**src/rtl/multicycle_ctrl_if.sv**
```systemverilog
// Control/handshake bundle between the multicycle controller and its datapath and memories.
// The master side is the controller; the slave side is the datapath/memory environment.
interface multicycle_ctrl_if;
   logic [6:0] opcode;
   logic [2:0] func3;
   logic       func7;
   logic       imem_ready;
   logic       dmem_ready;

   logic       imem_req;
   logic       ir_we;
   logic       dmem_req;
   logic       dmem_we;
   logic       pc_we;
   logic       RegWrite;
   logic       MemtoReg;
   logic       ALUSrc;
   logic       lui;
   logic       U_type;
   logic       jal;
   logic       jalr;
   logic       beq;
   logic       bne;
   logic       blt;
   logic       bge;
   logic       bltu;
   logic       bgeu;
   logic [3:0] ALUctl;
   logic       illegal;
   logic       retire;
   logic [2:0] state;

   modport master (
      input  opcode, func3, func7, imem_ready, dmem_ready,
      output imem_req, ir_we, dmem_req, dmem_we, pc_we, RegWrite, MemtoReg, ALUSrc, lui,
             U_type, jal, jalr, beq, bne, blt, bge, bltu, bgeu, ALUctl, illegal, retire, state
   );

   modport slave (
      output opcode, func3, func7, imem_ready, dmem_ready,
      input  imem_req, ir_we, dmem_req, dmem_we, pc_we, RegWrite, MemtoReg, ALUSrc, lui,
             U_type, jal, jalr, beq, bne, blt, bge, bltu, bgeu, ALUctl, illegal, retire, state
   );
endinterface

```
**src/rtl/multicycle_ctrl.sv**
```systemverilog
// Multicycle RV32I-subset control FSM: fetch/decode/execute/memory/writeback sequencing,
// registered decode controls and a sticky illegal-opcode trap.
module multicycle_ctrl (
   input logic           clk,
   input logic           rst,
   multicycle_ctrl_if.master bus
);

   typedef enum logic [2:0] {
      StIdle   = 3'd0,
      StFetch  = 3'd1,
      StDecode = 3'd2,
      StExec   = 3'd3,
      StMem    = 3'd4,
      StWb     = 3'd5,
      StTrap   = 3'd7
   } state_e;

   localparam logic [6:0] OpR      = 7'b0110011;
   localparam logic [6:0] OpIAlu   = 7'b0010011;
   localparam logic [6:0] OpLoad   = 7'b0000011;
   localparam logic [6:0] OpStore  = 7'b0100011;
   localparam logic [6:0] OpBranch = 7'b1100011;
   localparam logic [6:0] OpJal    = 7'b1101111;
   localparam logic [6:0] OpJalr   = 7'b1100111;
   localparam logic [6:0] OpLui    = 7'b0110111;
   localparam logic [6:0] OpAuipc  = 7'b0010111;

   localparam logic [3:0] AluAdd  = 4'b0000;
   localparam logic [3:0] AluSub  = 4'b0001;
   localparam logic [3:0] AluAnd  = 4'b0010;
   localparam logic [3:0] AluOr   = 4'b0011;
   localparam logic [3:0] AluXor  = 4'b0100;
   localparam logic [3:0] AluSll  = 4'b0101;
   localparam logic [3:0] AluSrl  = 4'b0110;
   localparam logic [3:0] AluSra  = 4'b0111;
   localparam logic [3:0] AluSlt  = 4'b1000;
   localparam logic [3:0] AluSltu = 4'b1001;

   typedef struct packed {
      logic       mem_to_reg;
      logic       alu_src;
      logic       lui;
      logic       u_type;
      logic       jal;
      logic       jalr;
      logic [5:0] br;  // {beq, bne, blt, bge, bltu, bgeu}
      logic [3:0] alu;
   } ctl_t;

   typedef struct packed {
      logic load;
      logic store;
      logic branch;
   } cls_t;

   state_e state_q, state_d;
   logic   run_q;
   logic   illegal_q;
   ctl_t   ctl_q, dec_ctl;
   cls_t   cls_q, dec_cls;
   logic   dec_legal;

   // alt selects SUB (func3 000) or SRA (func3 101); it is ignored for every other func3.
   function automatic logic [3:0] alu_of(input logic [2:0] f3, input logic alt);
      logic [3:0] op;
      case (f3)
         3'b000:  op = alt ? AluSub : AluAdd;
         3'b001:  op = AluSll;
         3'b010:  op = AluSlt;
         3'b011:  op = AluSltu;
         3'b100:  op = AluXor;
         3'b101:  op = alt ? AluSra : AluSrl;
         3'b110:  op = AluOr;
         default: op = AluAnd;
      endcase
      return op;
   endfunction

   always_comb begin
      dec_ctl   = '0;
      dec_cls   = '0;
      dec_legal = 1'b1;
      case (bus.opcode)
         OpR: dec_ctl.alu = alu_of(bus.func3, bus.func7);
         OpIAlu: begin
            dec_ctl.alu_src = 1'b1;
            dec_ctl.alu     = alu_of(bus.func3, bus.func7 && (bus.func3 == 3'b101));
         end
         OpLoad: begin
            dec_ctl.mem_to_reg = 1'b1;
            dec_ctl.alu_src    = 1'b1;
            dec_cls.load       = 1'b1;
         end
         OpStore: begin
            dec_ctl.alu_src = 1'b1;
            dec_cls.store   = 1'b1;
         end
         OpBranch: begin
            dec_cls.branch = 1'b1;
            dec_ctl.alu    = bus.func3[1] ? AluSltu : AluSub;
            case (bus.func3)
               3'b000:  dec_ctl.br = 6'b100000;
               3'b001:  dec_ctl.br = 6'b010000;
               3'b100:  dec_ctl.br = 6'b001000;
               3'b101:  dec_ctl.br = 6'b000100;
               3'b110:  dec_ctl.br = 6'b000010;
               3'b111:  dec_ctl.br = 6'b000001;
               default: dec_legal = 1'b0;
            endcase
         end
         OpJal: dec_ctl.jal = 1'b1;
         OpJalr: begin
            dec_ctl.jalr    = 1'b1;
            dec_ctl.alu_src = 1'b1;
         end
         OpLui: begin
            dec_ctl.lui    = 1'b1;
            dec_ctl.u_type = 1'b1;
         end
         OpAuipc: dec_ctl.u_type = 1'b1;
         default: dec_legal = 1'b0;
      endcase
      // An unsupported instruction leaves no datapath selects behind.
      if (!dec_legal) begin
         dec_ctl = '0;
         dec_cls = '0;
      end
   end

   always_comb begin
      state_d = state_q;
      case (state_q)
         StIdle:   if (run_q) state_d = StFetch;
         StFetch:  if (bus.imem_ready) state_d = StDecode;
         StDecode: state_d = dec_legal ? StExec : StTrap;
         StExec: begin
            if (cls_q.load || cls_q.store) state_d = StMem;
            else if (cls_q.branch)         state_d = StFetch;
            else                           state_d = StWb;
         end
         StMem:    if (bus.dmem_ready) state_d = cls_q.load ? StWb : StFetch;
         StWb:     state_d = StFetch;
         StTrap:   state_d = StTrap;
         default:  state_d = StIdle;
      endcase
   end

   // run_q delays leaving IDLE by one edge so the FSM never moves on the edge right after release.
   always_ff @(posedge clk or posedge rst) begin
      if (rst) begin
         state_q   <= StIdle;
         run_q     <= 1'b0;
         illegal_q <= 1'b0;
         ctl_q     <= '0;
         cls_q     <= '0;
      end else begin
         run_q   <= 1'b1;
         state_q <= state_d;
         if (state_q == StDecode) begin
            ctl_q <= dec_ctl;
            cls_q <= dec_cls;
            if (!dec_legal) illegal_q <= 1'b1;
         end
      end
   end

   always_comb begin
      bus.imem_req = (state_q == StFetch);
      bus.ir_we    = (state_q == StFetch) && bus.imem_ready;
      bus.dmem_req = (state_q == StMem);
      bus.dmem_we  = (state_q == StMem) && cls_q.store;
      bus.RegWrite = (state_q == StWb);
      bus.pc_we    = (state_q == StWb)
                  || ((state_q == StExec) && cls_q.branch)
                  || ((state_q == StMem) && bus.dmem_ready && cls_q.store);
      bus.retire   = bus.pc_we;
   end

   assign bus.state    = state_q;
   assign bus.illegal  = illegal_q;
   assign bus.MemtoReg = ctl_q.mem_to_reg;
   assign bus.ALUSrc   = ctl_q.alu_src;
   assign bus.lui      = ctl_q.lui;
   assign bus.U_type   = ctl_q.u_type;
   assign bus.jal      = ctl_q.jal;
   assign bus.jalr     = ctl_q.jalr;
   assign bus.beq      = ctl_q.br[5];
   assign bus.bne      = ctl_q.br[4];
   assign bus.blt      = ctl_q.br[3];
   assign bus.bge      = ctl_q.br[2];
   assign bus.bltu     = ctl_q.br[1];
   assign bus.bgeu     = ctl_q.br[0];
   assign bus.ALUctl   = ctl_q.alu;

endmodule

```
**src/flat_wrapper.sv**
```systemverilog
// flat-port wrapper written by rule: the top's interface ports become plain ports
module multicycle_ctrl_flat 
  (clk, rst, bus_opcode, bus_func3, bus_func7, bus_imem_ready, bus_dmem_ready, bus_imem_req, bus_ir_we, bus_dmem_req, bus_dmem_we, bus_pc_we, bus_RegWrite, bus_MemtoReg, bus_ALUSrc, bus_lui, bus_U_type, bus_jal, bus_jalr, bus_beq, bus_bne, bus_blt, bus_bge, bus_bltu, bus_bgeu, bus_ALUctl, bus_illegal, bus_retire, bus_state);
  multicycle_ctrl_if bus_i ();
  input logic clk;
  input logic rst;
  input wire logic [$bits(bus_i.opcode)-1:0] bus_opcode;
  input wire logic [$bits(bus_i.func3)-1:0] bus_func3;
  input wire logic [$bits(bus_i.func7)-1:0] bus_func7;
  input wire logic [$bits(bus_i.imem_ready)-1:0] bus_imem_ready;
  input wire logic [$bits(bus_i.dmem_ready)-1:0] bus_dmem_ready;
  output wire logic [$bits(bus_i.imem_req)-1:0] bus_imem_req;
  output wire logic [$bits(bus_i.ir_we)-1:0] bus_ir_we;
  output wire logic [$bits(bus_i.dmem_req)-1:0] bus_dmem_req;
  output wire logic [$bits(bus_i.dmem_we)-1:0] bus_dmem_we;
  output wire logic [$bits(bus_i.pc_we)-1:0] bus_pc_we;
  output wire logic [$bits(bus_i.RegWrite)-1:0] bus_RegWrite;
  output wire logic [$bits(bus_i.MemtoReg)-1:0] bus_MemtoReg;
  output wire logic [$bits(bus_i.ALUSrc)-1:0] bus_ALUSrc;
  output wire logic [$bits(bus_i.lui)-1:0] bus_lui;
  output wire logic [$bits(bus_i.U_type)-1:0] bus_U_type;
  output wire logic [$bits(bus_i.jal)-1:0] bus_jal;
  output wire logic [$bits(bus_i.jalr)-1:0] bus_jalr;
  output wire logic [$bits(bus_i.beq)-1:0] bus_beq;
  output wire logic [$bits(bus_i.bne)-1:0] bus_bne;
  output wire logic [$bits(bus_i.blt)-1:0] bus_blt;
  output wire logic [$bits(bus_i.bge)-1:0] bus_bge;
  output wire logic [$bits(bus_i.bltu)-1:0] bus_bltu;
  output wire logic [$bits(bus_i.bgeu)-1:0] bus_bgeu;
  output wire logic [$bits(bus_i.ALUctl)-1:0] bus_ALUctl;
  output wire logic [$bits(bus_i.illegal)-1:0] bus_illegal;
  output wire logic [$bits(bus_i.retire)-1:0] bus_retire;
  output wire logic [$bits(bus_i.state)-1:0] bus_state;
  assign bus_i.opcode = bus_opcode;
  assign bus_i.func3 = bus_func3;
  assign bus_i.func7 = bus_func7;
  assign bus_i.imem_ready = bus_imem_ready;
  assign bus_i.dmem_ready = bus_dmem_ready;
  assign bus_imem_req = bus_i.imem_req;
  assign bus_ir_we = bus_i.ir_we;
  assign bus_dmem_req = bus_i.dmem_req;
  assign bus_dmem_we = bus_i.dmem_we;
  assign bus_pc_we = bus_i.pc_we;
  assign bus_RegWrite = bus_i.RegWrite;
  assign bus_MemtoReg = bus_i.MemtoReg;
  assign bus_ALUSrc = bus_i.ALUSrc;
  assign bus_lui = bus_i.lui;
  assign bus_U_type = bus_i.U_type;
  assign bus_jal = bus_i.jal;
  assign bus_jalr = bus_i.jalr;
  assign bus_beq = bus_i.beq;
  assign bus_bne = bus_i.bne;
  assign bus_blt = bus_i.blt;
  assign bus_bge = bus_i.bge;
  assign bus_bltu = bus_i.bltu;
  assign bus_bgeu = bus_i.bgeu;
  assign bus_ALUctl = bus_i.ALUctl;
  assign bus_illegal = bus_i.illegal;
  assign bus_retire = bus_i.retire;
  assign bus_state = bus_i.state;
  multicycle_ctrl u_core (.clk(clk), .rst(rst), .bus(bus_i));
endmodule
```
**config.mk**
```make
export PLATFORM = sky130hd
export DESIGN_NAME = multicycle_ctrl_flat
export DESIGN_NICKNAME = d
export VERILOG_FILES = /design/src/rtl/multicycle_ctrl_if.sv /design/src/rtl/multicycle_ctrl.sv /design/src/flat_wrapper.sv
export SDC_FILE = /design/constraint.sdc
export NUM_CORES = 1
export LEC_CHECK = 0
export ABC_AREA = 1
export CAP_MARGIN = 20
export CELL_PAD_IN_SITES_DETAIL_PLACEMENT = 1
export CELL_PAD_IN_SITES_GLOBAL_PLACEMENT = 2
export CORE_MARGIN = 3
export CORE_UTILIZATION = 26
export DETAILED_ROUTE_END_ITERATION = 10
export PLACE_DENSITY_LB_ADDON = 0.1
export SYNTH_ARGS = -nofsm -noshare
export SYNTH_HDL_FRONTEND = slang
export SYNTH_SLANG_ARGS = --single-unit
```
**constraint.sdc**
```tcl
create_clock -name clk -period 3.43 [get_ports clk]
set_clock_uncertainty 0.1 [all_clocks]
set_input_delay 0.686 -clock clk [delete_from_list [all_inputs] [get_ports clk]]
set_output_delay 0.686 -clock clk [all_outputs]
set_load 0.02 [all_outputs]
```
After elaboration in Yosys (flattened, before gate mapping)
Cells that the tools add are included.
Operators by class
  reductions and logical operators: 17
  multiplexer cells: 30
  bitwise gates (word level): 1
  eq/ne operators: 25
Operator list (number)
  $pmux 4 s7: 2
  $pmux 6 s6: 1
  $mux 3: 8
  $eq 3x3->1 const B: 7
  $eq 7x6->1 const B: 3
  $eq 7x7->1 const B: 3
  $pmux 3 s7: 1
  $mux 16: 1
  $eq 7x5->1 const B: 2
  $mux 1: 13
  $eq 3x2->1 const B: 4
  $pmux 4 s3: 1
  $reduce_or 8->1: 1
  $eq 7x2->1 const B: 1
  $eq 3x1->1 const B: 2
  $logic_and 1x1->1: 6
  $logic_not 3->1: 2
  $mux 6: 1
  $reduce_or 6->1: 1
  $mux 4: 1
  $ne 2x2->1 const B: 2
  $reduce_or 4->1: 1
  $logic_or 1x1->1: 3
  $reduce_and 3->1: 1
  5 further kinds: 5
Word-level totals
  bits in registers: 24
  output and inout port bits: 27
  logic and storage cells: 87

Longest topological paths before layout
Gate-level depths: netlist of the first run.
  depth in word-level cells: 6
  depth in mapped cells: 10
  mapped depth without buffers: 10

Worst setup path after synthesis of the first run
Ideal clock, no wire load.
  path type: flip-flop to output port
  from: register u_core.state_q[0], in the netlist u_core.bus.state[0]
  to: output port bus_retire
  cell stages (with the launch flop): 6
  slack: 786 ps
  arrival time: 1858 ps
  data required time: 2644 ps
  cell sequence: dfrtp_1 buf_2 nor3_2 and2_1 a221o_1 buf_4
On the way
  word-level cells in the longest chain between the ends: 4
RTL lines
  from (decl): line multicycle_ctrl.sv:57  | state_e state_q, state_d;
  from (signal assigned): line multicycle_ctrl.sv:152  | state_q <= StIdle;
  from (signal assigned): line multicycle_ctrl.sv:159  | state_q <= state_d;
  $eq 3x3->1
  net bus_dmem_req: line flat_wrapper.sv:14  | output wire logic [$bits(bus_i.dmem_req)-1:0] bus_dmem_req;
  $logic_and 1x1->1 (2 in series): line multicycle_ctrl.sv:176  | || ((state_q == StMem) && bus.dmem_ready && cls_q.store);
  $logic_or 1x1->1: line multicycle_ctrl.sv:176
  to (decl): line flat_wrapper.sv:32  | output wire logic [$bits(bus_i.retire)-1:0] bus_retire;
The timed path passes the listed nets, and every way through them passes these cells.

Worst setup path after layout of the first run
  from: input port bus_dmem_ready
  to: output port bus_retire
On the way
  word-level cells in the longest chain between the ends: 3
RTL lines
  from (decl): line flat_wrapper.sv:11  | input wire logic [$bits(bus_i.dmem_ready)-1:0] bus_dmem_ready;
  $logic_and 1x1->1 (2 in series): line multicycle_ctrl.sv:176
  $logic_or 1x1->1: line multicycle_ctrl.sv:176
Every way passes these cells.

==> results of run 1 <==
## report_power, final
group	internal (mW)	leakage [nW]	switching (mW)	total [mW]
logic	0.167	0.482	0.245	0.412
clock network	0.0828	0.0228	0.0843	0.167
registers	0.310	0.309	0.0458	0.356
## cells in the mapped netlist
cell type	instances
o22ai_1	1
dfrtp_1	23
nor3_4	1
o21ai_0	1
inv_1	15
buf_6	1
clkbuf_1	2
nor3_2	1
buf_4	1
a221o_1	1
and2_1	1
nand4_1	2
nand3_1	15
a21oi_1	3
o31ai_1	2
a31oi_1	1
nor2_1	20
conb_1	1
o41ai_2	3
nor3_1	6
o21ai_1	8
nand2_1	54
buf_2	1
inv_2	4
## routing by layer
metal	track usage, %	vias up	share of wire (%)
li1	-	629	-
met1	16.04	599	45
met2	23.39	34	49
met3	2.507	6	4.8
met4	5.631	0	1.7
met5	0	-	0
## kinds of logic after synthesis
logic type / share of synthesized area, %
AOI/OAI and AO/OA: 11.65
buffers and inverters: 8.167
DFF: 45.82
other: 0.2985
and+or+nand+nor: 34.06
## tightest hold or removal path: cells and delay by family (launching register included)
| family | cells | cell delay (ns) |
|---|---|---|
| flip-flops | 1 | 0.35 |
| buffers and inverters | 1 | 0.04 |
| AND/OR/NAND/NOR | 1 | 0.05 |
## through the flow
stage	area [um2]	power, mW
floorplan	1256	0.6149
global placement	1700	0.7722
detailed placement	1700	0.7788
CTS	1745	0.9497
global route	1745	1.006
finish	1745	0.9347
## placed cells by master, fill, tap and decap left out, drive strengths merged, types with 2 or more instances in the layout
cell type       n
o41ai           3
clkbuf          4
nor2           20
dfrtp          23
nor3            8
inv            19
nand3          15
nand2          54
clkdlybuf4s50  41
a21oi           3
o31ai           2
nand4           2
o21ai           9
## flip-flops by register name, summed over array words and instances, names as in the netlist
name / count
u_core.bus.ALUSrc: 1
u_core.bus.ALUctl: 4
u_core.bus.U_type: 1
u_core.bus.beq: 1
u_core.bus.bge: 1
u_core.bus.bgeu: 1
u_core.bus.blt: 1
u_core.bus.bltu: 1
u_core.bus.bne: 1
u_core.bus.illegal: 1
u_core.bus.jal: 1
u_core.bus.jalr: 1
u_core.bus.lui: 1
u_core.bus.state: 3
u_core.cls_q: 3
u_core.run_q: 1
## final timing paths
check,slack (ns),from,endpoint
min in group asynchronous,0.81,rst,u_core.cls_q[2]
setup / recovery,0.65,bus_dmem_ready,bus_retire
max in group asynchronous,1.89,rst,u_core.bus.bge
setup reg to reg,1.68,u_core.bus.state[0],u_core.bus.bgeu
hold reg to reg,0.38,u_core.bus.illegal,u_core.bus.illegal
hold / removal,0.38,u_core.bus.illegal,u_core.bus.illegal
## layout make-up
class,instances,area (um2),area share (%)
clock buffer,4,45.04,2.581
inverter,19,71.32,4.086
multi-input combinational,121,578.1,33.12
sequential,23,575.6,32.97
tap,52,65.06,3.728
timing repair buffer,41,410.4,23.51
==> results.json, run 1 <==
{
  "dr_total_vias": 1268,
  "crit_type": "in2out",
  "clk_latency_ns": 0.26,
  "yosys.area.top_type": "dfrtp_1",
  "cp.depth": 3,
  "cp_common_cell": "clkdlybuf4s50_1",
  "place.detailed.hpwl_um": 2818,
  "grt_overflow_total": 0,
  "grt_pass1_wl_um": 5878,
  "num-nets-final": 224,
  "utilization_pct": 38.75,
  "finalHoldViolCount": 0,
  "tightest_slew_ns": 0.8756,
  "syn_inst": 168,
  "yosys-top-cells-area": "dfrtp_1 46%, nand2_1 16%, nand3_1 6.0%",
  "diodes": 0,
  "power_density_mw_per_mm2": 535.5,
  "core_mm2": 0.004504,
  "htree_levels": 1,
  "gp_congestion": 0.7931,
  "place_inst": 256,
  "io_pins": 42,
  "max_cap_violations": 0,
  "io_buffers": 41,
  "post_cts_buffers": 0,
  "critPathRequiredTime_ns": 2.64,
  "drt_iter0_markers": 40,
  "relSlewSlack_pct": 41.56,
  "grt_start_max_net_pins": 31,
  "min_period_ns": 2.780,
  "rsz0062_at_grt": "no",
  "die_area_mm2": 0.005702,
  "holdPathStages": 2,
  "layout-drive-gt1-share_pct": 5.769,
  "drt-wirelength-per-cell_um": 13.12,
  "cts_root_buf": "clkbuf_8",
  "grt_pass1_vias": 1358,
  "critical-path-slowest-cell": "clkdlybuf4s50_1",
  "die_w_um": 75.51,
  "via_per_inst": 4.877,
  "synth_fp_nets": 183,
  "postCtsHoldBufs": 0,
  "clock-sinks": 23,
  "yosysWarnings": 0,
  "start_kind": "primary input",
  "max-vdd-ir-drop_v": 0.0001375,
  "cp_max_fo": 2,
  "worstPathArrival_ns": 1.99,
  "fillers": 551,
  "cpLargestDelayFamily": "buffers and inverters",
  "fin_ws_ns": 0.6497,
  "num_rows": 24,
  "fmax_mhz": 359.7,
  "cp.buffers_inverters": 2,
  "ys_ff_latch": 23,
  "setup_viol": 0,
  "slowest_delay_ns": 0.54,
  "cts_inserted_buffers": 3,
  "cts_tree": "built",
  "setup_tns_ns": 0,
  "cts_resized": 0,
  "reg2reg_depth": 3,
  "routed_wl_um": 3410,
  "antenna_found_initial": 0,
  "synth_top_area_share_pct": 45.82,
  "clockBufferDepth": 2,
  "drc": 0,
  "postRouteAntennaNets": 0,
  "die_height_um": 75.51,
  "start_util_pct": 27.89,
  "hold_ws_ns": 0.3758,
  "synth_cell_type_count": 24,
  "clk_pin_slew_ns": 0.08,
  "firstDrtPassIters": 4,
  "syn_area_mm2": 0.001256,
  "yosysSeqAreaShare_pct": 45.82,
  "fin_cells": 260,
  "end_kind": "primary output",
  "synth_area_per_cell_um2": 7.477,
  "drv_slew": 0,
  "leakage_nw": 0.8133,
  "hp-class": "reg2reg",
  "status": "finished, final reports clean",
  "synthToLayoutAreaGrowth_pct": 38.94,
  "fin_crit_sh_pct": 81.06,
  "grtUsageTotal_pct": 13.38,
  "path_cells": "clkdlybuf4s50_1, a221o_1, clkdlybuf4s50_1",
  "post-place-ws_ns": 0.6494
}
No activity file was read; power rests on OpenSTA's default activity.
==> run 2: changes to the inputs <==
- CORE_UTILIZATION: 26 -> 22
- clock period: 3.43 -> 2.4 ns (I/O delays scaled with it)
==> run 2 against run 1 <==
Hold slack gained 0.0052 ns; first-iteration DRC count grew 2.5%; via count shrank 0.24%; sequential share of layout area shrank 1.3 points; sequential power grew 40%; clock-buffer cell count shrank 1; critical path type is now reg2out.
==> results.json, run 2 (synthesized netlist as in run 1, its figures left out) <==
{
  "status": "finished, final reports clean",
  "place.detailed.hpwl_um": 3007,
  "die_height_um": 81.57,
  "final_cell_mix": "54 x nand2_1, 35 x clkdlybuf4s50_1, 23 x dfrtp_1",
  "postRouteAntennaNets": 0,
  "leakage_nw": 0.9059,
  "placed_cell_area_mm2": 0.001767,
  "postCtsHoldBufs": 0,
  "rsz0062_at_grt": "no",
  "hold_ws_ns": 0.3810,
  "holdPathStages": 2,
  "post_cts_buffers": 0,
  "layout-drive-gt1-share_pct": 8.451,
  "grt_pass1_wl_um": 6348,
  "fin_cells": 283,
  "clk_latency_ns": 0.27,
  "via_per_inst": 4.470,
  "multi_input_area_um2": 584.3,
  "grt_start_max_net_pins": 31,
  "cts_tree": "built",
  "finalHoldViolCount": 0,
  "regToRegEndpoint": "u_core.bus.blt",
  "clk_pin_slew_ns": 0.08,
  "cp_max_fo": 6,
  "p_total_mw": 1.372,
  "start_util_pct": 23.69,
  "utilization_pct": 34.26,
  "end_kind": "primary output",
  "start_kind": "flip-flop",
  "drt_iter0_markers": 41,
  "final_common_cell": "nand2_1",
  "hold_end": "u_core.bus.illegal",
  "io_pins": 42,
  "max-vdd-ir-drop_v": 0.0002900,
  "crit_type": "reg2out",
  "die_w_um": 81.57,
  "cts_root_buf": "clkbuf_8",
  "num_rows": 26,
  "critPathRequiredTime_ns": 1.82,
  "largest_reg_flops": 4,
  "fin_crit_sh_pct": 92.11,
  "firstDrtPassIters": 4,
  "io_buffers": 41,
  "antenna_found_initial": 0,
  "cts_inserted_buffers": 3,
  "synthToLayoutAreaGrowth_pct": 44.62,
  "fillers": 661,
  "power_density_mw_per_mm2": 755.3,
  "core_mm2": 0.005303,
  "r2r_start": "u_core.bus.state[0]",
  "clock-sinks": 23,
  "min_from": "u_core.bus.illegal",
  "routed_wl_um": 3642,
  "dr_total_vias": 1265,
  "hp-class": "reg2reg",
  "max_cap_violations": 0,
  "setup_tns_ns": 0,
  "grt_overflow_total": 0,
  "clockBufferDepth": 2,
  "relSlewSlack_pct": 65.98,
  "grt_pass1_vias": 1392,
  "num-nets-final": 229,
  "min_period_ns": 2.211,
  "fin_ws_ns": 0.1893,
  "tightest_slew_ns": 0.5095,
  "htree_levels": 1,
  "grtUsageTotal_pct": 12.24,
  "ff_latch_area_um2": 575.6,
  "ff2ff_setup_slack_ns": 0.81,
  "reg2reg_depth": 4,
  "setup_viol": 0,
  "drv_slew": 0,
  "drt-wirelength-per-cell_um": 12.87,
  "final_area_mm2": 0.001817,
  "drc": 0,
  "place_inst": 279,
  "die_area_mm2": 0.006653,
  "post-place-ws_ns": 0.007703,
  "worstPathArrival_ns": 1.63,
  "diodes": 0,
  "gp_congestion": 0.7987,
  "fmax_mhz": 452.3
}
run 2: cell count changes in the layout (fill, tap and decap cells not counted):
cell | before | now
clkdlybuf4s50_1 | 41 | 35
clkinv_2 | 0 | 1
dlymetal6s2s_1 | 0 | 3
clkbuf_1 | 1 | 0
dlygate4sd2_1 | 0 | 3
nor3_2 | 1 | 0
nor3_4 | 1 | 2
buf_4 | 0 | 5
run 2: how the worst max path moves through the flow:
stage | startpoint | end | slack (ns) | cells past startpoint
floorplan | u_core.bus.state[0] | bus_retire | 0.07 | 5
global placement | bus_dmem_ready | bus_pc_we | 0.05 | 3
detailed placement | bus_dmem_ready | bus_retire | 0.008 | 3
CTS | u_core.bus.state[1] | bus_dmem_we | 0.04 | 3
global route | u_core.bus.state[1] | bus_retire | 0.04 | 4
finish | u_core.bus.state[1] | bus_retire | 0.19 | 4
run 2: layout make-up:
type | instances | share of cell area (%)
sequential | 23 | 31.68
timing repair buffer | 46 | 24.86
tap | 70 | 4.821
multi-input combinational | 121 | 32.16
clock buffer | 3 | 2.273
inverter | 19 | 3.926
clock inverter | 1 | 0.2755
run 2: layer usage:
metal,global-route usage [%],part of all wire (%),vias up
li1,-,-,633
met5,0,0,-
met4,3.041,0.80,0
met1,14.59,44,604
met3,2.632,3.8,2
met2,22.15,51,26
run 2: what timing repair did:
action / 4_1_cts / 5_1_grt
gates resized for setup: 3 / 3
pin swaps: 0 / 0
setup endpoints to repair: 3 / 3
hold endpoints to repair: 0 / 0
run 2: worst max-delay path, stage by stage (launching register included):
cell and delay (ns):
dfrtp_1 0.46, nor3_4 0.26, and2_1 0.17, a221o_1 0.15, dlygate4sd2_1 0.33
run 2: where the power goes:
group	total [mW]	switching (mW)	internal, mW	leakage [nW]
combinational	0.626	0.376	0.251	0.572
clock	0.247	0.131	0.116	0.0255
sequential	0.498	0.0553	0.443	0.309
total	1.37	0.562	0.810	0.906
